$ cat src/rtl/ppu_oam_ctrl_pkg.sv
// Shared PPU OAM definitions: register select encodings, sequencer states, address widths.
package ppu_oam_ctrl_pkg;

    localparam int unsigned OAM_WADDR_W = 8;
    localparam int unsigned HOAM_ADDR_W = 5;
    localparam int unsigned OAM_IADDR_W = 10;

    localparam logic [1:0] OAM_SEL_ADDL = 2'd0;
    localparam logic [1:0] OAM_SEL_ADDH = 2'd1;
    localparam logic [1:0] OAM_SEL_DATA = 2'd2;
    localparam logic [1:0] OAM_SEL_READ = 2'd3;

    typedef enum logic [1:0] {
        StIdle,
        StRdMem,
        StRdOut
    } oam_state_e;

endpackage

$ cat src/rtl/ppu_oam_ctrl_if.sv
// Bus bundle between the CPU register decoder / OAM RAMs (master) and the OAM sequencer (slave).
interface ppu_oam_ctrl_if;
    import ppu_oam_ctrl_pkg::*;

    logic                   reg_wr;
    logic                   reg_rd;
    logic [1:0]             reg_sel;
    logic [7:0]             reg_din;
    logic [7:0]             reg_dout;
    logic                   rd_valid;
    logic                   busy;
    logic                   vblank_start;
    logic                   force_blank;
    logic                   render_active;
    logic [OAM_WADDR_W-1:0] loam_addr;
    logic [15:0]            loam_din;
    logic                   loam_we;
    logic [15:0]            loam_q;
    logic [HOAM_ADDR_W-1:0] hoam_addr;
    logic [7:0]             hoam_din;
    logic                   hoam_we;
    logic [7:0]             hoam_q;
    logic [6:0]             first_sprite;

    modport master (
        output reg_wr, reg_rd, reg_sel, reg_din, vblank_start, force_blank, render_active,
        output loam_q, hoam_q,
        input  reg_dout, rd_valid, busy, loam_addr, loam_din, loam_we,
        input  hoam_addr, hoam_din, hoam_we, first_sprite
    );

    modport slave (
        input  reg_wr, reg_rd, reg_sel, reg_din, vblank_start, force_blank, render_active,
        input  loam_q, hoam_q,
        output reg_dout, rd_valid, busy, loam_addr, loam_din, loam_we,
        output hoam_addr, hoam_din, hoam_we, first_sprite
    );

endinterface

$ cat src/rtl/ppu_oam_ctrl.sv
// OAM access sequencer: turns OAMADD/OAMDATA/OAMDATAREAD register accesses into low OAM
// (256x16) and high OAM (32x8) cycles, with even-byte latch, auto-increment, VBlank reload
// and sprite priority rotation. Define OAM_PRIO_ROTATE_EN to enable first_sprite rotation.
module ppu_oam_ctrl
    import ppu_oam_ctrl_pkg::*;
(
    input  logic          i_clk,
    input  logic          i_rst,
    ppu_oam_ctrl_if.slave bus
);

    oam_state_e             r_state, w_state_nxt;
    logic [OAM_IADDR_W-2:0] r_oamadd, w_oamadd_nxt;
    logic                   r_prio, w_prio_nxt;
    logic [OAM_IADDR_W-1:0] r_iaddr, w_iaddr_nxt;
    logic [7:0]             r_latch, w_latch_nxt;
    logic                   r_rd_hi, w_rd_hi_nxt;
    logic                   r_rd_odd, w_rd_odd_nxt;
    logic [OAM_WADDR_W-1:0] r_loam_addr, w_loam_addr_nxt;
    logic [15:0]            r_loam_din, w_loam_din_nxt;
    logic                   r_loam_we, w_loam_we_nxt;
    logic [HOAM_ADDR_W-1:0] r_hoam_addr, w_hoam_addr_nxt;
    logic [7:0]             r_hoam_din, w_hoam_din_nxt;
    logic                   r_hoam_we, w_hoam_we_nxt;
    logic [7:0]             r_dout, w_dout_nxt;
    logic                   r_rd_valid, w_rd_valid_nxt;

    logic w_idle, w_rd_acc, w_wr_acc, w_addr_wr, w_data_wr, w_reload, w_wr_en;
    logic [6:0] w_first_sprite;

    // Strobes are only taken while idle; misdirected strobes are dropped.
    assign w_idle    = (r_state == StIdle);
    assign w_rd_acc  = w_idle & bus.reg_rd & (bus.reg_sel == OAM_SEL_READ);
    assign w_wr_acc  = w_idle & bus.reg_wr & (bus.reg_sel != OAM_SEL_READ);
    assign w_addr_wr = w_wr_acc & ((bus.reg_sel == OAM_SEL_ADDL) | (bus.reg_sel == OAM_SEL_ADDH));
    assign w_data_wr = w_wr_acc & (bus.reg_sel == OAM_SEL_DATA);
    assign w_reload  = bus.vblank_start & ~bus.force_blank;
    assign w_wr_en   = ~bus.render_active;

    // Read sequencer next-state: address phase, capture phase, then back to idle.
    always_comb begin
        w_state_nxt = r_state;
        unique case (r_state)
            StIdle:  if (w_rd_acc) w_state_nxt = StRdMem;
            StRdMem: w_state_nxt = StRdOut;
            StRdOut: w_state_nxt = StIdle;
            default: w_state_nxt = StIdle;
        endcase
    end

    // Sequencer state register.
    always_ff @(posedge i_clk or posedge i_rst) begin
        if (i_rst) begin
            r_state <= StIdle;
        end else begin
            r_state <= w_state_nxt;
        end
    end

    // Datapath next values: address registers, byte latch, RAM port drive and read capture.
    always_comb begin
        w_oamadd_nxt    = r_oamadd;
        w_prio_nxt      = r_prio;
        w_iaddr_nxt     = r_iaddr;
        w_latch_nxt     = r_latch;
        w_rd_hi_nxt     = r_rd_hi;
        w_rd_odd_nxt    = r_rd_odd;
        w_loam_addr_nxt = r_loam_addr;
        w_loam_din_nxt  = r_loam_din;
        w_loam_we_nxt   = 1'b0;
        w_hoam_addr_nxt = r_hoam_addr;
        w_hoam_din_nxt  = r_hoam_din;
        w_hoam_we_nxt   = 1'b0;
        w_dout_nxt      = r_dout;
        w_rd_valid_nxt  = 1'b0;

        if (w_data_wr) begin
            if (!r_iaddr[OAM_IADDR_W-1]) begin
                if (!r_iaddr[0]) begin
                    w_latch_nxt = bus.reg_din;
                end else begin
                    w_loam_addr_nxt = r_iaddr[OAM_WADDR_W:1];
                    w_loam_din_nxt  = {bus.reg_din, r_latch};
                    w_loam_we_nxt   = w_wr_en;
                end
            end else begin
                // iaddr[8:5] are don't-care here: the 32-byte table mirrors.
                w_hoam_addr_nxt = r_iaddr[HOAM_ADDR_W-1:0];
                w_hoam_din_nxt  = bus.reg_din;
                w_hoam_we_nxt   = w_wr_en;
            end
        end

        if (w_rd_acc) begin
            w_rd_hi_nxt     = r_iaddr[OAM_IADDR_W-1];
            w_rd_odd_nxt    = r_iaddr[0];
            w_loam_addr_nxt = r_iaddr[OAM_WADDR_W:1];
            w_hoam_addr_nxt = r_iaddr[HOAM_ADDR_W-1:0];
        end

        if (r_state == StRdOut) begin
            w_rd_valid_nxt = 1'b1;
            if (r_rd_hi) begin
                w_dout_nxt = bus.hoam_q;
            end else if (r_rd_odd) begin
                w_dout_nxt = bus.loam_q[15:8];
            end else begin
                w_dout_nxt = bus.loam_q[7:0];
            end
        end

        // Priority: OAMADD write > VBlank reload > access increment.
        if (w_data_wr || w_rd_acc) begin
            w_iaddr_nxt = r_iaddr + 10'd1;
        end
        if (w_reload) begin
            w_iaddr_nxt = {r_oamadd, 1'b0};
        end
        if (w_addr_wr) begin
            if (bus.reg_sel == OAM_SEL_ADDL) begin
                w_oamadd_nxt[7:0] = bus.reg_din;
            end else begin
                w_oamadd_nxt[8] = bus.reg_din[0];
                w_prio_nxt      = bus.reg_din[7];
            end
            w_iaddr_nxt = {w_oamadd_nxt, 1'b0};
        end
    end

    // Datapath registers; reset also drops any pending write enable or read result.
    always_ff @(posedge i_clk or posedge i_rst) begin
        if (i_rst) begin
            r_oamadd    <= '0;
            r_prio      <= 1'b0;
            r_iaddr     <= '0;
            r_latch     <= '0;
            r_rd_hi     <= 1'b0;
            r_rd_odd    <= 1'b0;
            r_loam_addr <= '0;
            r_loam_din  <= '0;
            r_loam_we   <= 1'b0;
            r_hoam_addr <= '0;
            r_hoam_din  <= '0;
            r_hoam_we   <= 1'b0;
            r_dout      <= '0;
            r_rd_valid  <= 1'b0;
        end else begin
            r_oamadd    <= w_oamadd_nxt;
            r_prio      <= w_prio_nxt;
            r_iaddr     <= w_iaddr_nxt;
            r_latch     <= w_latch_nxt;
            r_rd_hi     <= w_rd_hi_nxt;
            r_rd_odd    <= w_rd_odd_nxt;
            r_loam_addr <= w_loam_addr_nxt;
            r_loam_din  <= w_loam_din_nxt;
            r_loam_we   <= w_loam_we_nxt;
            r_hoam_addr <= w_hoam_addr_nxt;
            r_hoam_din  <= w_hoam_din_nxt;
            r_hoam_we   <= w_hoam_we_nxt;
            r_dout      <= w_dout_nxt;
            r_rd_valid  <= w_rd_valid_nxt;
        end
    end

`ifdef OAM_PRIO_ROTATE_EN
    assign w_first_sprite = r_prio ? r_oamadd[7:1] : 7'd0;
`else
    // prio is still recorded but does not steer sprite evaluation.
    assign w_first_sprite = {6'd0, r_prio & 1'b0};
`endif

    assign bus.reg_dout     = r_dout;
    assign bus.rd_valid     = r_rd_valid;
    assign bus.busy         = ~w_idle | r_rd_valid;
    assign bus.loam_addr    = r_loam_addr;
    assign bus.loam_din     = r_loam_din;
    assign bus.loam_we      = r_loam_we;
    assign bus.hoam_addr    = r_hoam_addr;
    assign bus.hoam_din     = r_hoam_din;
    assign bus.hoam_we      = r_hoam_we;
    assign bus.first_sprite = w_first_sprite;

endmodule
$ cat src/flat_wrapper.sv
// flat-port wrapper written by rule: the top's interface ports become plain ports
module ppu_oam_ctrl_flat import ppu_oam_ctrl_pkg::*;
  (i_clk, i_rst, bus_reg_wr, bus_reg_rd, bus_reg_sel, bus_reg_din, bus_vblank_start, bus_force_blank, bus_render_active, bus_loam_q, bus_hoam_q, bus_reg_dout, bus_rd_valid, bus_busy, bus_loam_addr, bus_loam_din, bus_loam_we, bus_hoam_addr, bus_hoam_din, bus_hoam_we, bus_first_sprite);
  ppu_oam_ctrl_if bus_i ();
  input  logic i_clk;
  input  logic i_rst;
  input wire logic [$bits(bus_i.reg_wr)-1:0] bus_reg_wr;
  input wire logic [$bits(bus_i.reg_rd)-1:0] bus_reg_rd;
  input wire logic [$bits(bus_i.reg_sel)-1:0] bus_reg_sel;
  input wire logic [$bits(bus_i.reg_din)-1:0] bus_reg_din;
  input wire logic [$bits(bus_i.vblank_start)-1:0] bus_vblank_start;
  input wire logic [$bits(bus_i.force_blank)-1:0] bus_force_blank;
  input wire logic [$bits(bus_i.render_active)-1:0] bus_render_active;
  input wire logic [$bits(bus_i.loam_q)-1:0] bus_loam_q;
  input wire logic [$bits(bus_i.hoam_q)-1:0] bus_hoam_q;
  output wire logic [$bits(bus_i.reg_dout)-1:0] bus_reg_dout;
  output wire logic [$bits(bus_i.rd_valid)-1:0] bus_rd_valid;
  output wire logic [$bits(bus_i.busy)-1:0] bus_busy;
  output wire logic [$bits(bus_i.loam_addr)-1:0] bus_loam_addr;
  output wire logic [$bits(bus_i.loam_din)-1:0] bus_loam_din;
  output wire logic [$bits(bus_i.loam_we)-1:0] bus_loam_we;
  output wire logic [$bits(bus_i.hoam_addr)-1:0] bus_hoam_addr;
  output wire logic [$bits(bus_i.hoam_din)-1:0] bus_hoam_din;
  output wire logic [$bits(bus_i.hoam_we)-1:0] bus_hoam_we;
  output wire logic [$bits(bus_i.first_sprite)-1:0] bus_first_sprite;
  assign bus_i.reg_wr = bus_reg_wr;
  assign bus_i.reg_rd = bus_reg_rd;
  assign bus_i.reg_sel = bus_reg_sel;
  assign bus_i.reg_din = bus_reg_din;
  assign bus_i.vblank_start = bus_vblank_start;
  assign bus_i.force_blank = bus_force_blank;
  assign bus_i.render_active = bus_render_active;
  assign bus_i.loam_q = bus_loam_q;
  assign bus_i.hoam_q = bus_hoam_q;
  assign bus_reg_dout = bus_i.reg_dout;
  assign bus_rd_valid = bus_i.rd_valid;
  assign bus_busy = bus_i.busy;
  assign bus_loam_addr = bus_i.loam_addr;
  assign bus_loam_din = bus_i.loam_din;
  assign bus_loam_we = bus_i.loam_we;
  assign bus_hoam_addr = bus_i.hoam_addr;
  assign bus_hoam_din = bus_i.hoam_din;
  assign bus_hoam_we = bus_i.hoam_we;
  assign bus_first_sprite = bus_i.first_sprite;
  ppu_oam_ctrl u_core (.i_clk(i_clk), .i_rst(i_rst), .bus(bus_i));
endmodule
$ cat config.mk
export PLATFORM = sky130hd
export DESIGN_NAME = ppu_oam_ctrl_flat
export DESIGN_NICKNAME = d
export VERILOG_FILES = /design/src/rtl/ppu_oam_ctrl_pkg.sv /design/src/rtl/ppu_oam_ctrl_if.sv /design/src/rtl/ppu_oam_ctrl.sv /design/src/flat_wrapper.sv
export SDC_FILE = /design/constraint.sdc
export NUM_CORES = 1
export LEC_CHECK = 0
export BUFFER_PORTS_ARGS = -buffer_cell sky130_fd_sc_hd__buf_2
export CAP_MARGIN = 20
export CORE_MARGIN = 5
export CORE_UTILIZATION = 25
export CTS_CLUSTER_SIZE = 16
export DETAILED_ROUTE_END_ITERATION = 8
export GPL_TIMING_DRIVEN = 0
export PLACE_DENSITY = 0.51
export SYNTH_ARGS = -nofsm -noshare
export SYNTH_HDL_FRONTEND = slang
export SYNTH_SLANG_ARGS = --single-unit
$ cat constraint.sdc
create_clock -name i_clk -period 8.2 [get_ports i_clk]
set_clock_uncertainty 0.2 [all_clocks]
set_input_delay 2.46 -clock i_clk [delete_from_list [all_inputs] [get_ports i_clk]]
set_output_delay 2.46 -clock i_clk [all_outputs]
set_load 0.005 [all_outputs]
== Yosys cells after proc, flatten, opt, wreduce, memory -nomap -nowiden ==
Cells that the tools add are included.

* Register bits after elaboration: 79
* Bits of input ports: 41
* Output and inout port bits: 56
* Word-level logic and storage cells: 71

* Add/sub/neg operators: 1
* Equality and inequality tests: 8
* Muxes and demuxes: 22
* Bitwise logic cells: 14
* Reduce and logical (&&, ||, !) cells: 12

{| class="wikitable"
|+ Operator list
! kind !! number
|-
| $mux W8 || 7
|-
| $mux W10 || 3
|-
| $mux W5 || 3
|-
| $add A10 B1 Y10 const B || 1
|-
| $reduce_and A3 Y1 || 3
|-
| $and A1 B1 Y1 || 7
|-
| $mux W1 || 7
|-
| $eq A2 B2 Y1 const B || 3
|-
| $ne A2 B2 Y1 const B || 3
|-
| $reduce_bool A2 Y1 || 3
|-
| $not A1 Y1 || 5
|-
| $eq A2 B1 Y1 const B || 2
|-
| $logic_not A2 Y1 || 2
|-
| $pmux W2 S2 || 1
|-
| $reduce_and A2 Y1 || 2
|-
| $reduce_bool A3 Y1 || 1
|-
| $mux W2 || 1
|-
| $or A1 B1 Y1 || 2
|-
| $logic_or A1 B1 Y1 || 1
|}

== Depth between registers and ports, before layout ==
Gate-level depths: netlist of run 1.

* Depth after elaboration: 8
* Depth in mapped cells: 6
* Depth with buffers taken out: 5

== Worst setup path after synthesis of run 1 ==
No wires, ideal clock.

* Path kind: in2reg
* From: input port bus_reg_sel[0]
* To: register u_core.r_loam_addr[0], in the netlist u_core.bus.loam_addr[0]
* Setup time: 0.125 ns
* Data arrival time: 3.830 ns
* Data required time: 7.875 ns
* Path slack: 4.045 ns
* Stages: 5
* Path through: buf_2 > nor4b_2 > nand4b_2 > nand2_1 > mux2_2

* Word-level cells in the longest chain between the ends: 5

{| class="wikitable"
|+ RTL lines
! item !! RTL line !! text
|-
| start, declared || flat_wrapper.sv:9 || <nowiki>input wire logic [$bits(bus_i.reg_sel)-1:0] bus_reg_sel;</nowiki>
|-
| $ne A2 B2 Y1 || ppu_oam_ctrl.sv:34 || <nowiki>assign w_wr_acc = w_idle & bus.reg_wr & (bus.reg_sel != OAM_SEL_READ);</nowiki>
|-
| $and A1 B1 Y1 || ppu_oam_ctrl.sv:34 ||
|-
| $and A1 B1 Y1 || ppu_oam_ctrl.sv:36 || <nowiki>assign w_data_wr = w_wr_acc & (bus.reg_sel == OAM_SEL_DATA);</nowiki>
|-
| $reduce_bool A2 Y1 (no source line) || -- ||
|-
| $reduce_and A3 Y1 (no source line) || -- ||
|-
| end signal, assigned || ppu_oam_ctrl.sv:154 || <nowiki>r_loam_addr <= w_loam_addr_nxt;</nowiki>
|-
| end, declared || ppu_oam_ctrl.sv:19 || <nowiki>logic [OAM_WADDR_W-1:0] r_loam_addr, w_loam_addr_nxt;</nowiki>
|}

Several ways; a longest one is shown, not always the timed one.
A chain may end at the register's enable or synchronous reset.

== Final worst setup path of run 1 ==
* From: input port bus_reg_sel[0]
* To: register u_core.r_loam_addr[3], in the netlist u_core.bus.loam_addr[3]

Same word-level chain as after synthesis.

==> results.md, run 1 <==
* Outcome: complete, no violations
* M3 GR Usage at about 3.2%
* Share of cells above drive strength 1 at around 43%
* Source of the worst hold timing path: u_core.bus.reg_dout[6]$_DFFE_PP0P_
* Vias post-DR at roughly 2700
* Number of port buffers at 87
* GR Util met2 at between 10% and 20%
* Number of enable flip-flop cells after synthesis at 0
* Synth unique cells at approximately 50
* Core ar. at about 14000 um^2
* Power Total at roughly 1.3 mW
* Number of max-cap violations at 0
* Post-DP Area at between 4000 and 5000 um^2
* TritonCTS clock tree: yes
* Max-slew violation count at 0
* Slew HR at 42.3%
* Nets at 448
* Crit Path Max Fanout at 9
* Root Driver: clkbuf_16
* Io pins at 97
* # setup viols final at 0
* Hold Path Depth at 2
* CP startpoint kind: input port
* GPL Wtd Cong at 0.859
* Hold-fix buffers, CTS at 0
* Post-CTS Setup Inserts at 0
* Die Wd at between 100 and 150 um
* Worst slew pin tran at about 0.86 ns
* Die ar. at between 15000 and 20000 um^2
* Post-CTS sizing at 0
* Vert. Die Dim at roughly 130 um
* Clock latency reported for the late side of the worst-skew pair at between 0.3 and 0.4 ns
* Hold Path Sink: u_core.bus.reg_dout[6]$_DFFE_PP0P_
* Worst r2r path cells at 4
* FFs w/ async S/R, synth at 100%
* Inserted Diodes at 0
* Post-synthesis cell count at ~300
* Power per cell area at about 290 nW/um^2
* FF+latch count, synth at 79
* Worst-path clk slew at approximately 0.060 ns
* Hold Vio Cnt, Final at 0
* Period utilisation layout at 51.3%
* Yosys warning total at 0
* First-pass GRT wire length at around 15 mm
* Synth-to-Final Area Change at 27.3%
* Max Fclk at roughly 0.24 GHz
* Final wirelength at a little over 9 mm
* Initial drt markers at approximately 160
* Starting density of the core at 25.2%
* Via-per-instance ratio at ~4.5
* Htree depth at 3
* Post-DP HPWL at around 7 mm
* DR WL/cell at 15.6 um
* Number of antenna violations at the first check in global routing at 0
* CP Class: input port to flip-flop
* First-pass DRT Iterations at 5
* CP required at roughly 8.2 ns
* RSZ-0062 raised after global routing: false
* Largest net degree at the start of global routing at 43
* CTS Buf Count at 9
* CTS max path bufs at 2
* Post-route DRC violation count at 0
* Pleak at about 2.2 nW
* Crit path DAT at between 4 and 5 ns
* GRT Util Overall at 11.7%
* Final min period at about 4.2 ns
* Total global routing overflow at 0
* Gr busiest metal: met2
* Hold/Removal Path Class: flip-flop to flip-flop
* RR Startpoint: u_core.r_state[1]$_DFFE_PP0P_
* Post-layout instance area at between 4000 and 5000 um^2
* Vias in the first global route at approximately 2800
* CP endpoint kind: flip-flop
* Peak VDD IR at around 0.00012 V
* Register area share after synthesis at 54.7%
* R2r setup slk at between 5 and 6 ns
* Top FF cell, synth: dfrtp_1
* Setup tns final at 0 ns
* Routing usage on met1 at between 10% and 20%
* Syn Std Cell Area at ~3600 um^2
* Mean Syn Cell Area at ~12 um^2
* CTS Sinks at 79
* Crit Reg-Reg Endpoint: u_core.bus.loam_addr[3]$_DFFE_PP0P_
* Routed Antenna Nets at 0
* FP Rows at 44
-- worst max-delay path: stages --
cell and delay (ns):
buf_2 0.16, nor4b_2 0.36, nand4b_2 0.42, nand2_1 0.45
mux2_2 0.38
-- worst max-delay path by stage --
stage / start / endpoint / slack, ns / cells past startpoint
floorplan: i_rst / u_core.bus.hoam_addr[0]$_DFFE_PP0P_ / 3.52 / 1
global placement: i_rst / u_core.bus.loam_din[10]$_DFFE_PP0P_ / 2.49 / 2
detailed placement: bus_reg_sel[0] / u_core.bus.loam_addr[3]$_DFFE_PP0P_ / 3.58 / 5
CTS: bus_reg_sel[0] / u_core.bus.loam_addr[0]$_DFFE_PP0P_ / 3.92 / 5
global route: bus_reg_sel[0] / u_core.bus.loam_addr[0]$_DFFE_PP0P_ / 3.80 / 5
finish: bus_reg_sel[0] / u_core.bus.loam_addr[3]$_DFFE_PP0P_ / 3.99 / 5
-- kinds of logic (layout without fill, tap and decap cells) --
group,Yosys count,in the layout,synth area share (%)
fa+ha+maj,1,1,0.346
flops,79,79,54.7
simple gates,76,76,11.4
xor+xnor,3,3,0.727
mux,65,65,20.3
buf+inv,26,130,3.57
compound gates,50,50,8.93
other cells,1,7,0.104
-- where the power goes --
group	internal, mW	total [mW]	switching [mW]
clock network	0.207	0.371	0.165
logic	0.193	0.353	0.160
registers	0.523	0.598	0.0751
-- layout by cell type, fill, tap and decap left out, types with 4 or more instances in the layout --
cell,instances
buf_2,91
dfrtp_1,79
mux2_2,55
nand2_1,25
nor2_1,16
o21ai_0,14
nand3_1,11
a21oi_1,11
clkbuf_1,10
clkbuf_16,9
mux2i_1,8
buf_4,7
conb_1,7
inv_1,4
a22oi_1,4
a221oi_1,4
-- registers in the layout, summed over array words and instances (netlist names) --
register / count
u_core.bus.loam_din: 16
u_core.r_iaddr: 10
u_core.r_oamadd: 9
u_core.bus.hoam_din: 8
u_core.bus.loam_addr: 8
u_core.bus.reg_dout: 8
u_core.r_latch: 8
u_core.bus.hoam_addr: 5
u_core.r_state: 2
u_core.bus.hoam_we: 1
u_core.bus.loam_we: 1
u_core.bus.rd_valid: 1
u_core.r_rd_hi: 1
u_core.r_rd_odd: 1
-- routing by layer --
layer | vias to the layer above | wire, um | part of all wire (%)
li1 | 1282 | - | -
met3 | 9 | 632 | 6.8
met4 | 0 | 127 | 1.4
met2 | 87 | 4430 | 48
met5 | - | 0 | 0
met1 | 1313 | 4090 | 44
-- synthesized netlist by cell type, types with 2 or more instances --
master	number	area, um^2
dfrtp_1	79	1980
mux2_2	55	619
nand2_1	25	93.8
nor2_1	16	60.1
o21ai_0	14	70.1
a21oi_1	11	55.1
nand3_1	11	55.1
clkbuf_1	9	33.8
mux2i_1	8	80.1
buf_4	7	52.6
inv_1	5	18.8
a221oi_1	4	35.0
a22oi_1	4	30.0
buf_2	4	20.0
nand2b_1	3	18.8
nor2b_1	3	18.8
o211ai_1	3	22.5
o22ai_1	3	18.8
o31ai_1	3	22.5
xor2_1	3	26.3
nand4b_1	2	17.5
nor4b_2	2	30.0
-- final cells by class --
cell class	instances	area (um^2)
clock inverters	6	46.3
repair buffers	88	455
multi-input cells	202	1530
plain buffers	21	110
inverters	5	21.3
flip-flops and latches	79	1980
well taps	184	230
clock buffers	10	229
fillers	1486	9770
-- metrics by stage --
step / cells / util (%) / setup slack [ns] / hold slack (ns)
after floorplan: 307 / - / 3.52 / 0.246
after global placement: 578 / 29.9 / 2.49 / 0.262
after detailed placement: 579 / 30.1 / 3.58 / 0.267
after CTS: 595 / 32.0 / 3.92 / 0.284
after global routing: 595 / 32.0 / 3.80 / 0.298
final: 595 / 32.0 / 3.99 / 0.281
Power figures use the tool's default switching activity.
==> inputs of run 2 (changes only) <==
- PLACE_DENSITY: 0.51 -> 0.53
- clock period: 8.2 -> 3.4 ns (I/O delays scaled with it)
==> results.md, run 2 (synthesis gave the netlist of run 1 again) <==
* Outcome: complete, no violations (unchanged)
* Peak VDD IR at 0.000290 V (was 0.000117 V)
* Vert. Die Dim at 130 um (unchanged)
* Switching power at 0.969 mW (was 0.400 mW)
* CP required at 3.42 ns (was 8.22 ns)
* Total global routing overflow at 0 (unchanged)
* Inserted Diodes at 0 (unchanged)
* Setup tns final at 0 ns (unchanged)
* Power Total at 3.24 mW (was 1.32 mW)
* Routed Antenna Nets at 0 (unchanged)
* Max reg flops at 16 (unchanged)
* Sequential group share of total power at 44.5% (was 45.2%)
* CTS max path bufs at 2 (unchanged)
* Die Wd at 130 um (unchanged)
* Starting density of the core at 25.2% (unchanged)
* GPL Wtd Cong at 0.767 (was 0.859)
* Source of the worst hold timing path: u_core.bus.reg_dout[2]$_DFFE_PP0P_ (was u_core.bus.reg_dout[6]$_DFFE_PP0P_)
* CP endpoint kind: flip-flop (unchanged)
* # setup viols final at 0 (unchanged)
* RSZ-0062 raised after global routing: false (unchanged)
* Number of port buffers at 87 (unchanged)
* CTS Sinks at 79 (unchanged)
* Crit Reg-Reg Endpoint: u_core.bus.loam_addr[3]$_DFFE_PP0P_ (unchanged)
* Post-DP Area at 4330 um^2 (about the same)
* CTS Buf Count at 9 (unchanged)
* Hold Path Depth at 2 (unchanged)
* Worst-path clk slew at 0.06 ns (about the same)
* R2r setup slk at 0.87 ns (was 5.74 ns)
* Crit path DAT at 2.85 ns (was 4.23 ns)
* Placed cell count at 579 (unchanged)
* Power share of the combinational group at 26.4% (was 26.7%)
* RR Startpoint: u_core.r_state[1]$_DFFE_PP0P_ (unchanged)
* Internal power at 2.27 mW (was 0.923 mW)
* Initial drt markers at 84 (was 162)
* Setup crit start: bus_reg_sel[1] (was bus_reg_sel[0])
* Crit Path Max Fanout at 10 (was 9)
* Number of antenna violations at the first check in global routing at 0 (unchanged)
* CP Class: input port to flip-flop (unchanged)
* Max-slew violation count at 0 (unchanged)
* Post-CTS Setup Inserts at 0 (unchanged)
* Htree depth at 3 (unchanged)
* Via-per-instance ratio at 4.58 (was 4.52)
* Fin util at 32.2% (was 32.0%)
* Share of cells above drive strength 1 at 43.6% (was 43.3%)
* First-pass DRT Iterations at 4 (was 5)
* Most common cell after layout, fill and taps aside: buf_2 (unchanged)
* First-pass GRT wire length at 15.0 mm (was 15.2 mm)
* GRT Util Overall at 11.6% (was 11.7%)
* Post-layout instance area at 4630 um^2 (was 4600 um^2)
* Hold/Removal Path Class: flip-flop to flip-flop (unchanged)
* Max Fclk at 0.353 GHz
* Period utilisation layout at 83.3%
* Clock latency reported for the late side of the worst-skew pair at 0.34 ns (about the same)
* CP startpoint kind: input port (unchanged)
* Hold Vio Cnt, Final at 0 (unchanged)
* Slew HR at 44.5% (was 42.3%)
* Fillers at 1481 (was 1486)
* Final min period at between 2 and 3 ns
* Post-route DRC violation count at 0 (unchanged)
* Switching share of total power at 29.9% (was 30.2%)
* Core ar. at 14400 um^2 (unchanged)
* Vias in the first global route at 2899 (was 2795)
* Non-filler instance count after layout at 595 (unchanged)
* Number of max-cap violations at 0 (unchanged)
* Root Driver: clkbuf_16 (unchanged)
* Worst r2r path cells at 4 (unchanged)
* TritonCTS clock tree: yes (unchanged)
* Worst slew pin tran at 0.832 ns (was 0.861 ns)
* Largest net degree at the start of global routing at 51 (was 43)
* Pleak at 2.21 nW (was 2.20 nW)
* Clock power frac at 29.0% (was 28.1%)
* Post-CTS sizing at 0 (unchanged)
* Synth-to-Final Area Change at 28.0% (was 27.3%)
* Post-DP HPWL at 6.88 mm (was 6.82 mm)
* Hold-fix buffers, CTS at 0 (unchanged)
* Vias post-DR at 2724 (was 2691)
* Commonest cells after routing, fill and taps aside: 91 x buf_2, 79 x dfrtp_1, 55 x mux2_2 (unchanged)
* Die ar. at 17000 um^2 (unchanged)
* Power per cell area at 700 nW/um^2 (was 288 nW/um^2)
* DR WL/cell at 16.0 um (was 15.6 um)
* Hold Path Sink: u_core.bus.reg_dout[2]$_DFFE_PP0P_ (was u_core.bus.reg_dout[6]$_DFFE_PP0P_)
* Final wirelength at 9.50 mm (was 9.29 mm)
* Io pins at 97 (unchanged)
* FP Rows at 44 (unchanged)
* Nets at 448 (unchanged)
## run 2: how the worst max path moves through the flow
stage | end | slack (ns) | cells past startpoint
global route | u_core.bus.loam_addr[3]$_DFFE_PP0P_ | 0.42 | 5
CTS | u_core.bus.loam_addr[3]$_DFFE_PP0P_ | 0.53 | 5
detailed placement | u_core.bus.loam_addr[3]$_DFFE_PP0P_ | 0.19 | 5
finish | u_core.bus.loam_addr[3]$_DFFE_PP0P_ | 0.57 | 5
floorplan | u_core.bus.hoam_addr[0]$_DFFE_PP0P_ | 0.16 | 1
global placement | u_core.bus.loam_addr[2]$_DFFE_PP0P_ | -0.88 | 2
## run 2: layout make-up
class,instances,area (um^2),area share (%)
sequential,79,1980,42.7
multi-input combinational,202,1530,33.1
timing repair buffer,88,463,10.0
clock buffer,11,253,5.46
tap,184,230,4.98
buffer,21,110,2.38
clock inverter,5,41.3,0.892
inverter,5,21.3,0.460
## run 2: power groups by stage
stage / registers (mW) / clock network, mW / logic [mW]
after CTS: 1.45 / 0.977 / 0.880
final: 1.44 / 0.940 / 0.855
after detailed placement: 1.46 / 0 / 0.878
after global routing: 1.49 / 1.02 / 0.960
after global placement: 1.44 / 0 / 0.852
after floorplan: 1.45 / 0 / 0.482
## run 2: metal layers
metal	up-vias	part of all wire, %	wire length (um)	track usage [%]
met5	-	0	0	0
met4	0	1.7	161	4.83
met2	92	49	4640	19.1
li1	1281	-	-	-
met1	1340	43	4070	14.5
met3	11	6.6	627	2.74
## run 2: critical path: stages
cell	delay [ns]
buf_2	0.19
nor3b_2	0.45
nand3_1	0.39
nand2_1	0.41
mux2_2	0.39
## run 2: metrics by stage
| stage | setup WS, ns | hold WS, ns |
|---|---|---|
| after floorplan | 0.157 | 0.246 |
| after global placement | -0.880 | 0.258 |
| after detailed placement | 0.186 | 0.268 |
| after CTS | 0.532 | 0.284 |
| after global routing | 0.420 | 0.315 |
| final | 0.568 | 0.278 |
==> inputs of run 3 (changes only) <==
- PLACE_DENSITY: 0.53 -> 0.51
- clock period: 3.4 -> 2.65 ns (I/O delays scaled with it)
==> results.md, run 3 (synthesis gave the netlist of run 1 again) <==
* Via-per-instance ratio at 4.57 (was 4.58)
* Hold_ws at 0.283 ns (was 0.278 ns)
* Root Driver: clkbuf_16 (unchanged)
* Post-place setup slack at -0.323 ns (was 0.186 ns)
* Fin util at 32.3% (was 32.2%)
* Core ar. at 14400 um^2 (unchanged)
* CP startpoint kind: input port (unchanged)
* Number of max-cap violations at 0 (unchanged)
* First-pass DRT Iterations at 6 (was 4)
* CTS Buf Count at 9 (unchanged)
* Total global routing overflow at 0 (unchanged)
* Max Fclk at about 0.39 GHz
* RSZ-0062 raised after global routing: false (unchanged)
* Max reg flops at 16 (unchanged)
* Internal power at 2.86 mW (was 2.27 mW)
* Routed Antenna Nets at 0 (unchanged)
* Switching power at 1.25 mW (was 0.969 mW)
* Die Wd at 130 um (unchanged)
* Setup crit start: bus_reg_sel[0] (was bus_reg_sel[1])
* Synth-to-Final Area Change at 28.3% (was 28.0%)
* # setup viols final at 0 (unchanged)
* R2r setup slk at 0.19 ns (was 0.87 ns)
* Htree depth at 3 (unchanged)
* CTS Sinks at 79 (unchanged)
* CTS max path bufs at 2 (unchanged)
* First-pass GRT wire length at 14.5 mm (was 15.0 mm)
* Hold/Removal Path Class: flip-flop to flip-flop (unchanged)
* CP endpoint kind: flip-flop (unchanged)
* Commonest cells after routing, fill and taps aside: 91 x buf_2, 79 x dfrtp_1, 55 x mux2_2 (unchanged)
* Initial drt markers at 103 (was 84)
* GRT Util Overall at 11.2% (was 11.6%)
* Clock latency reported for the late side of the worst-skew pair at 0.33 ns (was 0.34 ns)
* Crit Reg-Reg Endpoint: u_core.bus.loam_din[3]$_DFFE_PP0P_ (was u_core.bus.loam_addr[3]$_DFFE_PP0P_)
* Hold-fix buffers, CTS at 0 (unchanged)
* Number of antenna violations at the first check in global routing at 0 (unchanged)
* Largest net degree at the start of global routing at 31 (was 51)
* Share of cells above drive strength 1 at 43.9% (was 43.6%)
* CP Class: input port to flip-flop (unchanged)
* Source of the worst hold timing path: u_core.r_oamadd[4]$_DFFE_PP0P_ (was u_core.bus.reg_dout[2]$_DFFE_PP0P_)
* Final min period at approximately 2.5 ns
* Io pins at 97 (unchanged)
* Post-CTS sizing at 0 (unchanged)
* GPL Wtd Cong at 0.874 (was 0.767)
* Die ar. at 17000 um^2 (unchanged)
* Switching share of total power at 30.3% (was 29.9%)
* Power share of the combinational group at 26.7% (was 26.4%)
* Pleak at 2.21 nW (about the same)
* Crit path DAT at 2.56 ns (was 2.85 ns)
* Vert. Die Dim at 130 um (unchanged)
* Outcome: complete, no violations (unchanged)
* Number of port buffers at 87 (unchanged)
* Nets at 449 (was 448)
* Post-route DRC violation count at 0 (unchanged)
* Peak VDD IR at 0.000421 V (was 0.000290 V)
* Max-slew violation count at 0 (unchanged)
* Crit Path Max Fanout at 10 (unchanged)
* TritonCTS clock tree: yes (unchanged)
* Sequential group share of total power at 45.0% (was 44.5%)
* Vias post-DR at 2724 (unchanged)
* Fillers at 1463 (was 1481)
* Starting density of the core at 25.2% (unchanged)
* Hold Vio Cnt, Final at 0 (unchanged)
* Clock power frac at 28.3% (was 29.0%)
* Worst r2r path cells at 4 (unchanged)
* Vias in the first global route at 2771 (was 2899)
* Power per cell area at 887 nW/um^2 (was 700 nW/um^2)
* Final wirelength at 9.27 mm (was 9.50 mm)
* Post-DP HPWL at 6.94 mm (was 6.88 mm)
* Worst-path clk slew at 0.06 ns (about the same)
* DR WL/cell at 15.5 um (was 16.0 um)
* FP Rows at 44 (unchanged)
* Worst Setup EP: u_core.bus.loam_din[3]$_DFFE_PP0P_ (was u_core.bus.loam_addr[3]$_DFFE_PP0P_)
* Worst slew pin tran at 0.839 ns (was 0.832 ns)
* Period utilisation layout at between 90% and 100%
* Post-route setup slack at 0.110 ns (was 0.568 ns)
* Most common cell after layout, fill and taps aside: buf_2 (unchanged)
* Inserted Diodes at 0 (unchanged)
* Post-CTS Setup Inserts at 0 (unchanged)
* CP required at 2.67 ns (was 3.42 ns)
* Slew HR at 44.1% (was 44.5%)
* RR Startpoint: u_core.r_state[1]$_DFFE_PP0P_ (unchanged)
==> run 3: power groups by stage <==
stage / registers, mW / logic [mW] / clock network (mW)
3_5_place_dp: 1.88 / 1.12 / 0
3_3_place_gp: 1.85 / 1.10 / 0
5_1_grt: 1.91 / 1.23 / 1.26
6_report: 1.85 / 1.10 / 1.16
4_1_cts: 1.86 / 1.13 / 1.21
2_1_floorplan: 1.86 / 0.618 / 0
==> run 3: how the worst min path moves through the flow <==
stage          cells after the start  slack, ns                        endpoint
6_report                           2       0.28  u_core.r_oamadd[4]$_DFFE_PP0P_
5_1_grt                            1       0.31  u_core.r_oamadd[0]$_DFFE_PP0P_
4_1_cts                            2       0.28  u_core.r_oamadd[4]$_DFFE_PP0P_
3_5_place_dp                       2       0.27  u_core.r_oamadd[4]$_DFFE_PP0P_
3_3_place_gp                       2       0.26  u_core.r_oamadd[4]$_DFFE_PP0P_
2_1_floorplan                      2       0.25  u_core.r_oamadd[4]$_DFFE_PP0P_
==> run 3: through the flow <==
step / total power [mW] / cells / area, um^2 / TNS [ns]
after floorplan: 2.48 / 307 / 3640 / 0
after global placement: 2.95 / 578 / 4310 / -7.43
after detailed placement: 3.00 / 580 / 4350 / -7.70
after CTS: 4.19 / 596 / 4630 / 0
after global routing: 4.40 / 596 / 4640 / 0
final: 4.11 / 596 / 4640 / 0
==> run 3: routing by layer <==
layer  wire length [um]  track usage [%]  part of all wire, %  vias up
met3                580             2.82                  6.3       10
met2               4470             18.5                   48       80
met4                156             4.65                  1.7        0
li1                   -                -                    -     1291
met5                  0                0                    0        -
met1               4060             13.9                   44     1343
==> run 3: layout make-up <==
| cell class | instances | area, um^2 | area share [%] |
|---|---|---|---|
| Timing Repair Buffer | 89 | 483 | 10.4 |
| Clock inverter | 7 | 55.1 | 1.19 |
| Buffer | 21 | 110 | 2.37 |
| Tap cell | 184 | 230 | 4.96 |
| Clock buffer | 9 | 225 | 4.86 |
| Sequential cell | 79 | 1980 | 42.6 |
| Multi-Input combinational cell | 202 | 1530 | 33.1 |
| Inverter | 5 | 22.5 | 0.486 |
==> run 3: worst max-delay path, cell delays in order <==
cell and delay (ns):
buf_2 0.16, nor4b_2 0.38, nand4b_2 0.44, clkbuf_1 0.42, mux2_2 0.36
